## src/rtl/adder_bist_pkg.sv

```systemverilog
// Shared types for the adder BIST: FSM state encoding and default operand width.
// Imported by the sequencer and the golden adder.
package adder_bist_pkg;

    localparam int N_DEFAULT = 2;

    typedef enum logic [1:0] {
        IDLE   = 2'd0,
        DRIVE  = 2'd1,
        SAMPLE = 2'd2,
        DONE   = 2'd3
    } state_t;

endpackage

```

## src/rtl/adder_bist_ref.sv

```systemverilog
// Golden N-bit adder producing an N+1-bit sum; purely combinational, zero latency.
module adder_ref
    import adder_bist_pkg::*;
#(
    parameter int N = N_DEFAULT
) (
    input  logic [N-1:0] a,
    input  logic [N-1:0] b,
    output logic [N:0]   sum
);

    assign sum = {1'b0, a} + {1'b0, b};

endmodule

```

## src/rtl/adder_bist.sv

```systemverilog
// Exhaustive BIST sweep of an external N-bit adder: two cycles per vector (drive, sample),
// logging mismatch count and first failing operands; start is ignored mid-sweep.
module adder_bist
    import adder_bist_pkg::*;
#(
    parameter int N = N_DEFAULT
) (
    input  logic           clock,
    input  logic           reset,
    input  logic           start,
    output logic [N-1:0]   A,
    output logic [N-1:0]   B,
    input  logic [N-1:0]   S,
    input  logic           Cout,
    output logic           busy,
    output logic           done,
    output logic           pass,
    output logic [2*N:0]   err_count,
    output logic           fail_valid,
    output logic [N-1:0]   fail_A,
    output logic [N-1:0]   fail_B
);

    localparam logic [2*N-1:0] IDX_ONE = (2*N)'(1);
    localparam logic [2*N:0]   ERR_ONE = (2*N+1)'(1);

    state_t          state_q, state_d;
    logic [2*N-1:0]  idx_q, idx_d;
    logic [2*N:0]    err_q, err_d;
    logic            fail_vld_q, fail_vld_d;
    logic [N-1:0]    fail_a_q, fail_a_d;
    logic [N-1:0]    fail_b_q, fail_b_d;

    logic [N:0]      golden_sum;
    logic            mismatch;

    adder_ref #(.N(N)) u_adder_ref (
        .a   (A),
        .b   (B),
        .sum (golden_sum)
    );

    // Operands come straight from the index flops, so they cannot move between DRIVE and SAMPLE.
    assign A        = idx_q[2*N-1:N];
    assign B        = idx_q[N-1:0];
    assign mismatch = ({Cout, S} != golden_sum);

    always_comb begin
        state_d    = state_q;
        idx_d      = idx_q;
        err_d      = err_q;
        fail_vld_d = fail_vld_q;
        fail_a_d   = fail_a_q;
        fail_b_d   = fail_b_q;
        unique case (state_q)
            IDLE, DONE: begin
                if (start) begin
                    state_d    = DRIVE;
                    idx_d      = '0;
                    err_d      = '0;
                    fail_vld_d = 1'b0;
                    fail_a_d   = '0;
                    fail_b_d   = '0;
                end
            end
            DRIVE: begin
                state_d = SAMPLE;
            end
            SAMPLE: begin
                if (mismatch) begin
                    err_d = err_q + ERR_ONE;
                    if (!fail_vld_q) begin
                        fail_vld_d = 1'b1;
                        fail_a_d   = A;
                        fail_b_d   = B;
                    end
                end
                // Last vector leaves idx at all-ones so A/B hold max+max while DONE.
                if (&idx_q) begin
                    state_d = DONE;
                end else begin
                    idx_d   = idx_q + IDX_ONE;
                    state_d = DRIVE;
                end
            end
            default: begin
                state_d = IDLE;
            end
        endcase
    end

    always_ff @(posedge clock) begin
        if (reset) begin
            state_q    <= IDLE;
            idx_q      <= '0;
            err_q      <= '0;
            fail_vld_q <= 1'b0;
            fail_a_q   <= '0;
            fail_b_q   <= '0;
        end else begin
            state_q    <= state_d;
            idx_q      <= idx_d;
            err_q      <= err_d;
            fail_vld_q <= fail_vld_d;
            fail_a_q   <= fail_a_d;
            fail_b_q   <= fail_b_d;
        end
    end

    assign busy       = (state_q == DRIVE) || (state_q == SAMPLE);
    assign done       = (state_q == DONE);
    assign pass       = done && (err_q == '0);
    assign err_count  = err_q;
    assign fail_valid = fail_vld_q;
    assign fail_A     = fail_a_q;
    assign fail_B     = fail_b_q;

endmodule

```

## config.mk

```make
export PLATFORM = sky130hd
export DESIGN_NAME = adder_bist
export DESIGN_NICKNAME = d
export VERILOG_FILES = /design/src/rtl/adder_bist_pkg.sv /design/src/rtl/adder_bist_ref.sv /design/src/rtl/adder_bist.sv
export SDC_FILE = /design/constraint.sdc
export NUM_CORES = 1
export LEC_CHECK = 0
export ABC_AREA = 0
export CAP_MARGIN = 40
export CORE_UTILIZATION = 48
export CTS_BUF_LIST = sky130_fd_sc_hd__clkbuf_16
export DETAILED_ROUTE_END_ITERATION = 7
export PLACE_DENSITY = 0.78
export SYNTH_ARGS = -nofsm -noshare
export SYNTH_HDL_FRONTEND = slang
export SYNTH_SLANG_ARGS = --single-unit
```

## constraint.sdc

```tcl
create_clock -name clock -period 2.35 [get_ports clock]
set_input_delay 0.235 -clock clock [delete_from_list [all_inputs] [get_ports clock]]
set_output_delay 0.235 -clock clock [all_outputs]
set_load 0.02 [all_outputs]
```

==> metrics.txt <==
largest net degree at the start of global routing=13; setup repair bufs after CTS=0; Routed Antenna Nets=0; CP Buf/Inv Count=0; DP Worst Slack=between 0.15 and 0.2 ns; Max-slew headroom=60.6%; DR vias/cell=between 5 and 6; Least-Margin Pin Slew=0.575 ns; core area=1780 um2; CTS tree=done; Synth Instances=roughly 100; n_diodes=0; die span in y=around 46 um; drt first pass iters=4; total CTS buffers=3; worst vdd ir=0.503 mV; Post-Syn Area=about 950 um2; crit-path cells=ha_1, fa_1, xor2_2, nor3_4, or4_1, a31oi_1; sw frac=a little over a third; Hold Path Class=flop to flop; number of synthesized flops with an enable pin=0; GR Overflow Total=0; via count=892; clk slew on worst S/H paths=0.05 ns; Util after Layout=73.1%; prevailing post-synth register cell=dfxtp_1; top-count cell post-synth=dfxtp_1; Routability Congestion=~0.83; clk root buf=clkbuf_16; CP peak stage delay=0.54 ns; internal power=758 uW; part of the Yosys area used for sequential elements=33.8%; Worst setup SP type=flop; initial antenna violation count=0; Synth async-reset ratio=0%; DRT iter0 DRCs=21; leak pwr=~0.50 nW; RSZ-0062 raised after global routing=false; crit path max fanout=10; wire length per cell=13.9 um; vias in the first global route=841; top post-synthesis cells by count=16 x dfxtp_1, 8 x ha_1, 8 x inv_1; YS warnings=0; Mapped Nets=119; hold_ws=approximately 0.48 ns; max frequency=0.452 GHz; gr usage total=a little under a quarter; layout overhead on the synthesized area=37.5%; worst clock skew=0.00136 ns; clk sinks=16; CP Data Required Time=about 2.5 ns; Crit-path slowest cell=fa_1; crit path time final=2.21 ns; # H-tree levels=1; die area=2160 um2; clk buf depth=2; Routed Wire Length=2170 um; Logic pwr share=44.7%; share of cells above drive strength 1=9.92%; fin. max-slew vios=0; Synth area leader=dfxtp_1; DRC Markers=0; critical path class=flop to flop; Die X=46.5 um; io pins=23; Worst EP arrival=2.38 ns; Final TNS setup=0 ns; Area contributors post-synth=dfxtp_1 34%, ha_1 11%, a32o_1 4.2%, nor2b_1 3.3%, nand3_1 3.2%; period utilization=94.0%; DP HPWL=1630 um; Clock power frac=27.7%; Psw=421 uW; Top Family by Delay on Critical Path=adder cells; first-pass GRT wire length=3430 um; area share of the largest cell type after synthesis=33.8%; nets@finish=147; Power Dens Cells=904 nW/um2; final hold viol count=0; Netlist cell types=32; #FFs+latches synth=16; # setup viols final=0; Final WS setup=roughly 0.14 ns; effective utilization at floorplan=53.2%; crit end category=flop; status=completed; Clock Latency Late Sink=0.24 ns; row count=15; IO Port Bufs=22; mean cell area of the mapped netlist=9.12 um2; max cap viols=0; Flop pwr share=between 20% and 30%
registers in the layout, indices dropped and copies added (netlist names):
name	flops
idx_q	4
err_count	5
fail_valid	1
state_q	2
fail_B	2
fail_A	2
cell type report:
cell class,instances,area (um2)
Sequential cell,16,320
Multi-Input combinational cell,77,593
Timing Repair Buffer,26,250
Inverter,8,30.0
Tap cell,25,31.3
Fill cell,135,479
Clock inverter,1,3.75
Clock buffer,3,75.1
cells by family (layout without fill, tap and decap cells):
family / after synthesis / after routing / synth area share [%]
and+or+nand+nor: 37 / 37 / 23.9
buffers and inverters: 11 / 38 / 5.15
AOI/OAI and AO/OA: 26 / 26 / 19.7
muxes: 2 / 2 / 2.11
xor gates and xnor gates: 3 / 3 / 2.77
DFF: 16 / 16 / 33.8
adders and majority gates: 9 / 9 / 12.7
worst paths after layout:
check / from / endpoint / slack (ns) / cells after the start
hold reg to reg: fail_valid / fail_valid / 0.48 / 2
hold / removal: fail_valid / fail_valid / 0.48 / 2
setup / recovery: idx_q[2] / err_count[4] / 0.14 / 6
setup reg to reg: idx_q[2] / err_count[4] / 0.14 / 6
metal layers:
metal  vias up  GRT usage, %  wire length [um]  part of all wire (%)
li1        437             -                 -                     -
met1       421          26.1               956                    44
met2        28          38.6              1090                    50
met3         6          3.53                77                   3.5
met4         0          13.5                51                   2.3
met5         -             0                 0                     0
repair_timing:
action,CTS,global route
setup endpoints to repair,0,6
hold buffers,0,0
resized for setup,0,2
worst register-to-register path: stages (launching register included):
cell,delay [ns]
dfxtp_1,0.35
ha_1,0.23
fa_1,0.54
xor2_2,0.20
nor3_4,0.09
or4_1,0.54
a31oi_1,0.18
power by group through the flow:
stage               clock network (mW)  registers [mW]  logic (mW)
floorplan                            0           0.344       0.365
detailed placement                   0           0.331       0.517
global route                     0.350           0.329       0.572
global placement                     0           0.330       0.507
CTS                              0.334           0.326       0.521
finish                           0.327           0.325       0.527
placed cells by master, fill, tap and decap left out, drive strengths merged, types with 2 or more instances in the layout:
cell type | Yosys | layout
clkdlybuf4s50 | 0 | 22
dfxtp | 16 | 16
inv | 8 | 8
ha | 8 | 8
nand3 | 6 | 6
nor2b | 6 | 6
nand2 | 5 | 5
a21oi | 5 | 5
nor2 | 5 | 5
nand2b | 4 | 4
o21ai | 4 | 4
a32o | 4 | 4
buf | 1 | 4
o211ai | 3 | 3
or4 | 3 | 3
a31oi | 3 | 3
clkbuf | 2 | 3
xor2 | 3 | 3
nor4 | 2 | 2
mux2i | 2 | 2
a211oi | 2 | 2
o32ai | 2 | 2
nor3 | 2 | 2
through the flow:
step / cell area (um2) / std cells / power [mW]
detailed placement: 1210 / 152 / 0.848
global route: 1300 / 156 / 1.25
global placement: 1210 / 152 / 0.837
floorplan: 948 / 104 / 0.709
finish: 1300 / 156 / 1.18
CTS: 1290 / 156 / 1.18
Note: power is estimated with default switching activity, not from simulation.
